### src/rtl/cordic_pkg.sv
// rtl/cordic_pkg.sv - shared CORDIC constants, tables, types and state encoding
// Optional macro CORDIC_VECTORING_GAIN_COMP_EN adds the gain-compensation state.
package cordic_pkg;

  localparam int N_FRAC          = 7;
  localparam int W               = N_FRAC + 3;
  localparam int ITERATIONS      = 6;
  localparam int BW_SHIFT_VECTOR = 3;

  typedef logic signed [W-1:0]       dp_t;
  typedef logic signed [N_FRAC:0]    ang_t;
  typedef logic [BW_SHIFT_VECTOR-1:0] shift_t;

  // Angles in units of pi/2^N_FRAC, so +pi/2 is 64
  localparam ang_t HALF_PI = 8'sd64;
  localparam ang_t ANGLE_TABLE [ITERATIONS] = '{8'sd32, 8'sd18, 8'sd9, 8'sd5, 8'sd2, 8'sd1};
  localparam shift_t SHIFT_TABLE [ITERATIONS] = '{3'd0, 3'd1, 3'd2, 3'd3, 3'd4, 3'd5};

  typedef enum logic [2:0] {
    ST_IDLE = 3'd0,
    ST_PRE  = 3'd1,
    ST_CALC = 3'd2,
`ifdef CORDIC_VECTORING_GAIN_COMP_EN
    ST_COMP = 3'd3,
`endif
    ST_DONE = 3'd4
  } state_t;

  function automatic dp_t sext(input ang_t v);
    return {{(W-N_FRAC-1){v[N_FRAC]}}, v};
  endfunction

endpackage

### src/rtl/cordic_vectoring_iterative_if.sv
// rtl/cordic_vectoring_iterative_if.sv - sample-in / polar-out handshake bundle
interface cordic_vectoring_iterative_if;
  import cordic_pkg::*;

  ang_t x_i;
  ang_t y_i;
  logic data_in_valid_strobe_i;
  logic ready_o;
  dp_t  mag_o;
  ang_t z_o;
  logic data_out_valid_strobe_o;

  modport master (
    output x_i, y_i, data_in_valid_strobe_i,
    input  ready_o, mag_o, z_o, data_out_valid_strobe_o
  );

  modport slave (
    input  x_i, y_i, data_in_valid_strobe_i,
    output ready_o, mag_o, z_o, data_out_valid_strobe_o
  );

endinterface

### src/rtl/cordic_vectoring_slice.sv
// rtl/cordic_vectoring_slice.sv - one combinational vectoring micro-rotation
module cordic_vectoring_slice
  import cordic_pkg::*;
(
  input  dp_t    x,
  input  dp_t    y,
  input  ang_t   z,
  input  shift_t shift,
  input  ang_t   angle,
  output dp_t    x_next,
  output dp_t    y_next,
  output ang_t   z_next
);

  dp_t  x_sh;
  dp_t  y_sh;
  logic y_neg;

  assign x_sh  = x >>> shift;
  assign y_sh  = y >>> shift;
  assign y_neg = y[W-1];

  // Rotate against the sign of y so y converges to zero
  assign x_next = y_neg ? x - y_sh  : x + y_sh;
  assign y_next = y_neg ? y + x_sh  : y - x_sh;
  assign z_next = y_neg ? z - angle : z + angle;

endmodule

### src/rtl/cordic_vectoring_iterative.sv
// rtl/cordic_vectoring_iterative.sv - iterative vectoring CORDIC, (x,y) to magnitude/phase
// Define CORDIC_VECTORING_GAIN_COMP_EN to scale the magnitude by ~0.609 (adds one cycle).
module cordic_vectoring_iterative
  import cordic_pkg::*;
(
  input  logic clk_i,
  input  logic rst_i,
  cordic_vectoring_iterative_if.slave bus
);

  state_t state_q;
  state_t state_d;
  dp_t    x_q;
  dp_t    y_q;
  ang_t   z_q;
  dp_t    x_next;
  dp_t    y_next;
  ang_t   z_next;
  dp_t    mag_q;
  ang_t   z_out_q;
  logic   valid_q;
  shift_t cnt_q;
  logic   ready;
  logic   start;
  logic   last_iter;

  cordic_vectoring_slice u_slice (
    .x      (x_q),
    .y      (y_q),
    .z      (z_q),
    .shift  (SHIFT_TABLE[cnt_q]),
    .angle  (ANGLE_TABLE[cnt_q]),
    .x_next (x_next),
    .y_next (y_next),
    .z_next (z_next)
  );

  always_ff @(posedge clk_i) begin
    if (rst_i) begin
      state_q <= ST_IDLE;
    end else begin
      state_q <= state_d;
    end
  end

  always_comb begin
    state_d = state_q;
    case (state_q)
      ST_IDLE: if (start) state_d = ST_PRE;
      ST_PRE:  state_d = ST_CALC;
`ifdef CORDIC_VECTORING_GAIN_COMP_EN
      ST_CALC: if (last_iter) state_d = ST_COMP;
      ST_COMP: state_d = ST_DONE;
`else
      ST_CALC: if (last_iter) state_d = ST_DONE;
`endif
      ST_DONE: state_d = ST_IDLE;
      default: state_d = ST_IDLE;
    endcase
  end

  always_comb begin
    ready     = (state_q == ST_IDLE);
    start     = ready && bus.data_in_valid_strobe_i;
    last_iter = (cnt_q == shift_t'(ITERATIONS - 1));
  end

  always_ff @(posedge clk_i) begin
    if (rst_i) begin
      x_q     <= '0;
      y_q     <= '0;
      z_q     <= '0;
      cnt_q   <= '0;
      mag_q   <= '0;
      z_out_q <= '0;
      valid_q <= 1'b0;
    end else begin
      valid_q <= 1'b0;
      case (state_q)
        ST_IDLE: begin
          if (start) begin
            x_q <= sext(bus.x_i);
            y_q <= sext(bus.y_i);
            z_q <= '0;
          end
        end
        ST_PRE: begin
          cnt_q <= '0;
          // Fold the left half-plane into the right so the iterations converge
          if (x_q[W-1]) begin
            if (!y_q[W-1]) begin
              x_q <= y_q;
              y_q <= -x_q;
              z_q <= HALF_PI;
            end else begin
              x_q <= -y_q;
              y_q <= x_q;
              z_q <= -HALF_PI;
            end
          end
        end
        ST_CALC: begin
          x_q <= x_next;
          y_q <= y_next;
          z_q <= z_next;
          if (!last_iter) cnt_q <= cnt_q + shift_t'(1);
        end
`ifdef CORDIC_VECTORING_GAIN_COMP_EN
        ST_COMP: begin
          x_q <= (x_q >>> 1) + (x_q >>> 3) - (x_q >>> 6);
        end
`endif
        ST_DONE: begin
          mag_q   <= x_q;
          z_out_q <= z_q;
          valid_q <= 1'b1;
        end
        default: ;
      endcase
    end
  end

  assign bus.ready_o                 = ready;
  assign bus.mag_o                   = mag_q;
  assign bus.z_o                     = z_out_q;
  assign bus.data_out_valid_strobe_o = valid_q;

endmodule

### src/flat_wrapper.sv
// flat-port wrapper written by rule: the top's interface ports become plain ports
module cordic_vectoring_iterative_flat import cordic_pkg::*;
  (clk_i, rst_i, bus_x_i, bus_y_i, bus_data_in_valid_strobe_i, bus_ready_o, bus_mag_o, bus_z_o, bus_data_out_valid_strobe_o);
  cordic_vectoring_iterative_if bus_i ();
  input  logic clk_i;
  input  logic rst_i;
  input wire logic [$bits(bus_i.x_i)-1:0] bus_x_i;
  input wire logic [$bits(bus_i.y_i)-1:0] bus_y_i;
  input wire logic [$bits(bus_i.data_in_valid_strobe_i)-1:0] bus_data_in_valid_strobe_i;
  output wire logic [$bits(bus_i.ready_o)-1:0] bus_ready_o;
  output wire logic [$bits(bus_i.mag_o)-1:0] bus_mag_o;
  output wire logic [$bits(bus_i.z_o)-1:0] bus_z_o;
  output wire logic [$bits(bus_i.data_out_valid_strobe_o)-1:0] bus_data_out_valid_strobe_o;
  assign bus_i.x_i = bus_x_i;
  assign bus_i.y_i = bus_y_i;
  assign bus_i.data_in_valid_strobe_i = bus_data_in_valid_strobe_i;
  assign bus_ready_o = bus_i.ready_o;
  assign bus_mag_o = bus_i.mag_o;
  assign bus_z_o = bus_i.z_o;
  assign bus_data_out_valid_strobe_o = bus_i.data_out_valid_strobe_o;
  cordic_vectoring_iterative u_core (.clk_i(clk_i), .rst_i(rst_i), .bus(bus_i));
endmodule
### config.mk
export PLATFORM = sky130hd
export DESIGN_NAME = cordic_vectoring_iterative_flat
export DESIGN_NICKNAME = d
export VERILOG_FILES = /design/src/rtl/cordic_pkg.sv /design/src/rtl/cordic_vectoring_iterative_if.sv /design/src/rtl/cordic_vectoring_slice.sv /design/src/rtl/cordic_vectoring_iterative.sv /design/src/flat_wrapper.sv
export SDC_FILE = /design/constraint.sdc
export NUM_CORES = 1
export LEC_CHECK = 0
export CAP_MARGIN = 30
export CELL_PAD_IN_SITES_DETAIL_PLACEMENT = 2
export CELL_PAD_IN_SITES_GLOBAL_PLACEMENT = 2
export CORE_MARGIN = 2
export CORE_UTILIZATION = 32
export DETAILED_ROUTE_END_ITERATION = 6
export PLACE_DENSITY_LB_ADDON = 0.1
export SYNTH_ARGS = -nofsm -noshare
export SYNTH_HDL_FRONTEND = slang
export SYNTH_SLANG_ARGS = --single-unit
### constraint.sdc
create_clock -name clk_i -period 4.07 [get_ports clk_i]
set_clock_uncertainty 0.15 [all_clocks]
set_input_delay 1.0175 -clock clk_i [delete_from_list [all_inputs] [get_ports clk_i]]
set_output_delay 1.0175 -clock clk_i [all_outputs]
set_load 0.05 [all_outputs]
==> results.yml <==
route:
  vias_per_cell: 5.66
  antenna_left: 0
  finalWirelength_um: 21400
  vias: 5259
  wire_per_inst_um: 23.0
  initialDrtViolationCount: 238
  first_pass_iters: 5
  drc: 0
layout:
  n_antenna_cell: 0
  layout_commonest_cell: "nand2_1"
  drive_gt1_share_pct: 10.5
  design_area_um2: 6000
  final_nets: 770
  final_cell_mix: "nand2_1 (78), nor2_1 (74), a21oi_1 (70)"
  synthToLayoutAreaGrowth_pct: 16.9
synth:
  ys_seq_elements: 53
  synth-async-reset-ratio_pct: 0
  ys_warn_count: 0
  synthFlopType: "dfxtp_1"
  synth_top_area_cell: "dfxtp_1"
  syn_area_um2: 5140
  synth_cells: 683
  avgSynthCellArea_um2: 7.52
  synth_nets: 741
  synth_area_leaders: "dfxtp_1 (21%), ha_1 (8.8%), a21oi_1 (7.0%)"
  seq_area_frac_synth_pct: 20.7
  ys_types: 64
  synth_top_area_share_pct: 20.7
  synth_edf_count: 0
power_and_ir_drop:
  ir_drop_v: 0.000198
  swShare_pct: 44.6
  internal_power_mw: 1.48
  p_clk_share_pct: 20.2
  combPwrFrac_pct: 56.0
  leakage_nw: 2.29
  power_density_nw_per_um2: 444
  pwr-share-seq_pct: 23.8
  p_switching_mw: 1.19
critical_path:
  regToRegStartpoint: "u_core.cnt_q[1]"
  crit_chain: "buf_4, mux2i_1, o311ai_1, o31ai_1, and2b_1, nor2_1, xnor2_1, ha_1, o21a_1, a21o_1, a21o_1, a31oi_1, xnor2_1, o21ai_2"
  crit_required_ns: 4.11
  cp.buffers_inverters: 1
  startpoint: "u_core.cnt_q[1]"
  crit_slowest_cell: "dfxtp_1"
  path_delay_family: "compound AO/OA/AOI/OAI gates"
  endpoint_kind: "flop"
  crit_path_start_kind: "flop"
  worst-setup-path-type: "flop to flop"
  path_max_fanout: 9
  critPathArrivalTime_ns: 3.85
  critical_path.max_stage_delay_ns: 0.47
cts:
  ctsHoldBuffers: 0
  cts_max_level: 2
  clk_latency_ns: 0.32
  cts_setup_buffers: 0
  cts.sinks: 53
  cts_tree: "yes"
  cts_max_path_buffers: 2
  root_buffer: "clkbuf_16"
  clk_pin_slew_worst_paths_ns: 0.08
  numCtsBuffers: 5
sta:
  tns_ns: 0
  hold_viol: 0
  period_minus_slack_ns: 3.81
  max_slew.worst_pin.slew_ns: 0.755
  slew_violations: 0
  fmax_mhz: 262
  rsz0062_at_grt: "no"
  relSlewSlack_pct: 49.6
  fin_crit_sh_pct: 93.7
  finalSetupViolCount: 0
min_path:
  hold_path.startpoint: "u_core.bus.z_o[2]"
  hold_class: "flop to flop"
run_status:
  status: "complete, no violations"
die:
  dieWidth_um: 131
  num_rows: 46
  fp.dieH_um: 131
  coreArea_um2: 15800
  dieArea_um2: 17100
  start_util_pct: 32.6
  ios: 39
placement:
  dpl.hpwl_um: 16600
  gp_congestion: 0.908
  postPlaceCellArea_um2: 5810
  io_buffers: 38
global_routing:
  antenna_found_initial: 0
  grt_pass1_wl_um: 33600
  grt_overflow_total: 0
  grt_pass1_vias: 5712
  grt_max_degree: 32
  gr-usage-all-layers_pct: 26.2
flow_run:
  drv_cap: 0
worst min-delay path: stages, from the launching register on:
cell and delay (ns):
dfxtp_1 0.31, nand2_1 0.05, a21oi_1 0.05
cell usage after synthesis, drive strengths merged, types with 4 or more instances:
cell type / count
nand3: 8
nor4: 5
a211oi: 14
dfxtp: 53
o211ai: 5
a22oi: 6
xor2: 15
and2: 4
buf: 18
a221oi: 6
nor2: 74
ha: 36
nor2b: 11
nand2: 78
inv: 26
mux2i: 17
clkbuf: 33
a21o: 15
mux2: 7
o21ai: 47
mux4: 10
a31oi: 12
o21a: 5
a21oi: 72
nor3: 17
nand2b: 11
xnor2: 32
power by group through the flow:
stage                     combinational [mW]  sequential, mW  clock (mW)
after floorplan                         1.07           0.597           0
after global placement                  1.41           0.642           0
after detailed placement                1.47           0.646           0
after CTS                               1.48           0.634       0.555
after global routing                    1.65           0.639       0.566
final                                   1.49           0.634       0.537
layout make-up:
cell class | instances | area [um2]
fill | 1884 | 9770
multi-input combinational | 552 | 3730
sequential | 53 | 1070
timing repair buffer | 73 | 654
tap | 216 | 270
clock buffer | 5 | 125
inverter | 27 | 104
clock inverter | 3 | 50.0
per-stage QoR:
stage,instances,utilization [%],power [mW],worst slack (ns),hold WS (ns)
final,929,38.1,2.66,0.258,0.309
after detailed placement,921,36.8,2.11,0.0107,0.302
after global routing,929,38.1,2.85,0.0203,0.335
after global placement,921,36.8,2.05,0.253,0.294
after floorplan,683,-,1.66,0.0696,0.295
after CTS,929,38.0,2.67,0.0501,0.317
routing by layer:
metal | track usage [%] | routed length (um) | part of all wire [%] | up-vias
met3 | 2.97 | 617 | 2.9 | 23
met5 | 0 | 0 | 0 | -
met2 | 48.6 | 11100 | 52 | 78
met1 | 32.0 | 9120 | 43 | 2683
met4 | 7.26 | 521 | 2.4 | 0
li1 | - | - | - | 2475
cell families after synthesis:
logic type               Yosys count  synth area share (%)
flip-flops                        53                  20.7
buffers and inverters             78                  6.97
multiplexers                      34                  9.30
adder cells (fa/ha/maj)           39                  9.94
XOR/XNOR                          47                  8.01
AO/OA/AOI/OAI                    207                  25.2
AND/OR/NAND/NOR                  225                  20.0
state kept, by name, indices dropped and copies added (netlist names):
signal                              cells
u_core.bus.mag_o                       10
u_core.x_q                             10
u_core.y_q                             10
u_core.bus.z_o                          8
u_core.z_q                              8
u_core.cnt_q                            3
u_core.state_q                          3
u_core.bus.data_out_valid_strobe_o      1
path summary, 6_finish.rpt:
kind	end	slack, ns	cells past startpoint
worst max register to register	u_core.y_q[9]	0.26	14
worst min register to register	u_core.bus.z_o[2]	0.31	2
worst max-delay path	u_core.y_q[9]	0.26	14
worst min-delay path	u_core.bus.z_o[2]	0.31	2
what timing repair did:
item                                    CTS  global route
endpoints found under the setup margin    1             5
resized for setup                         1            11
endpoints found under the hold margin     0             0
pin swaps                                 0             2
gates cloned                              0             0
(Power assumes the default switching activity.)
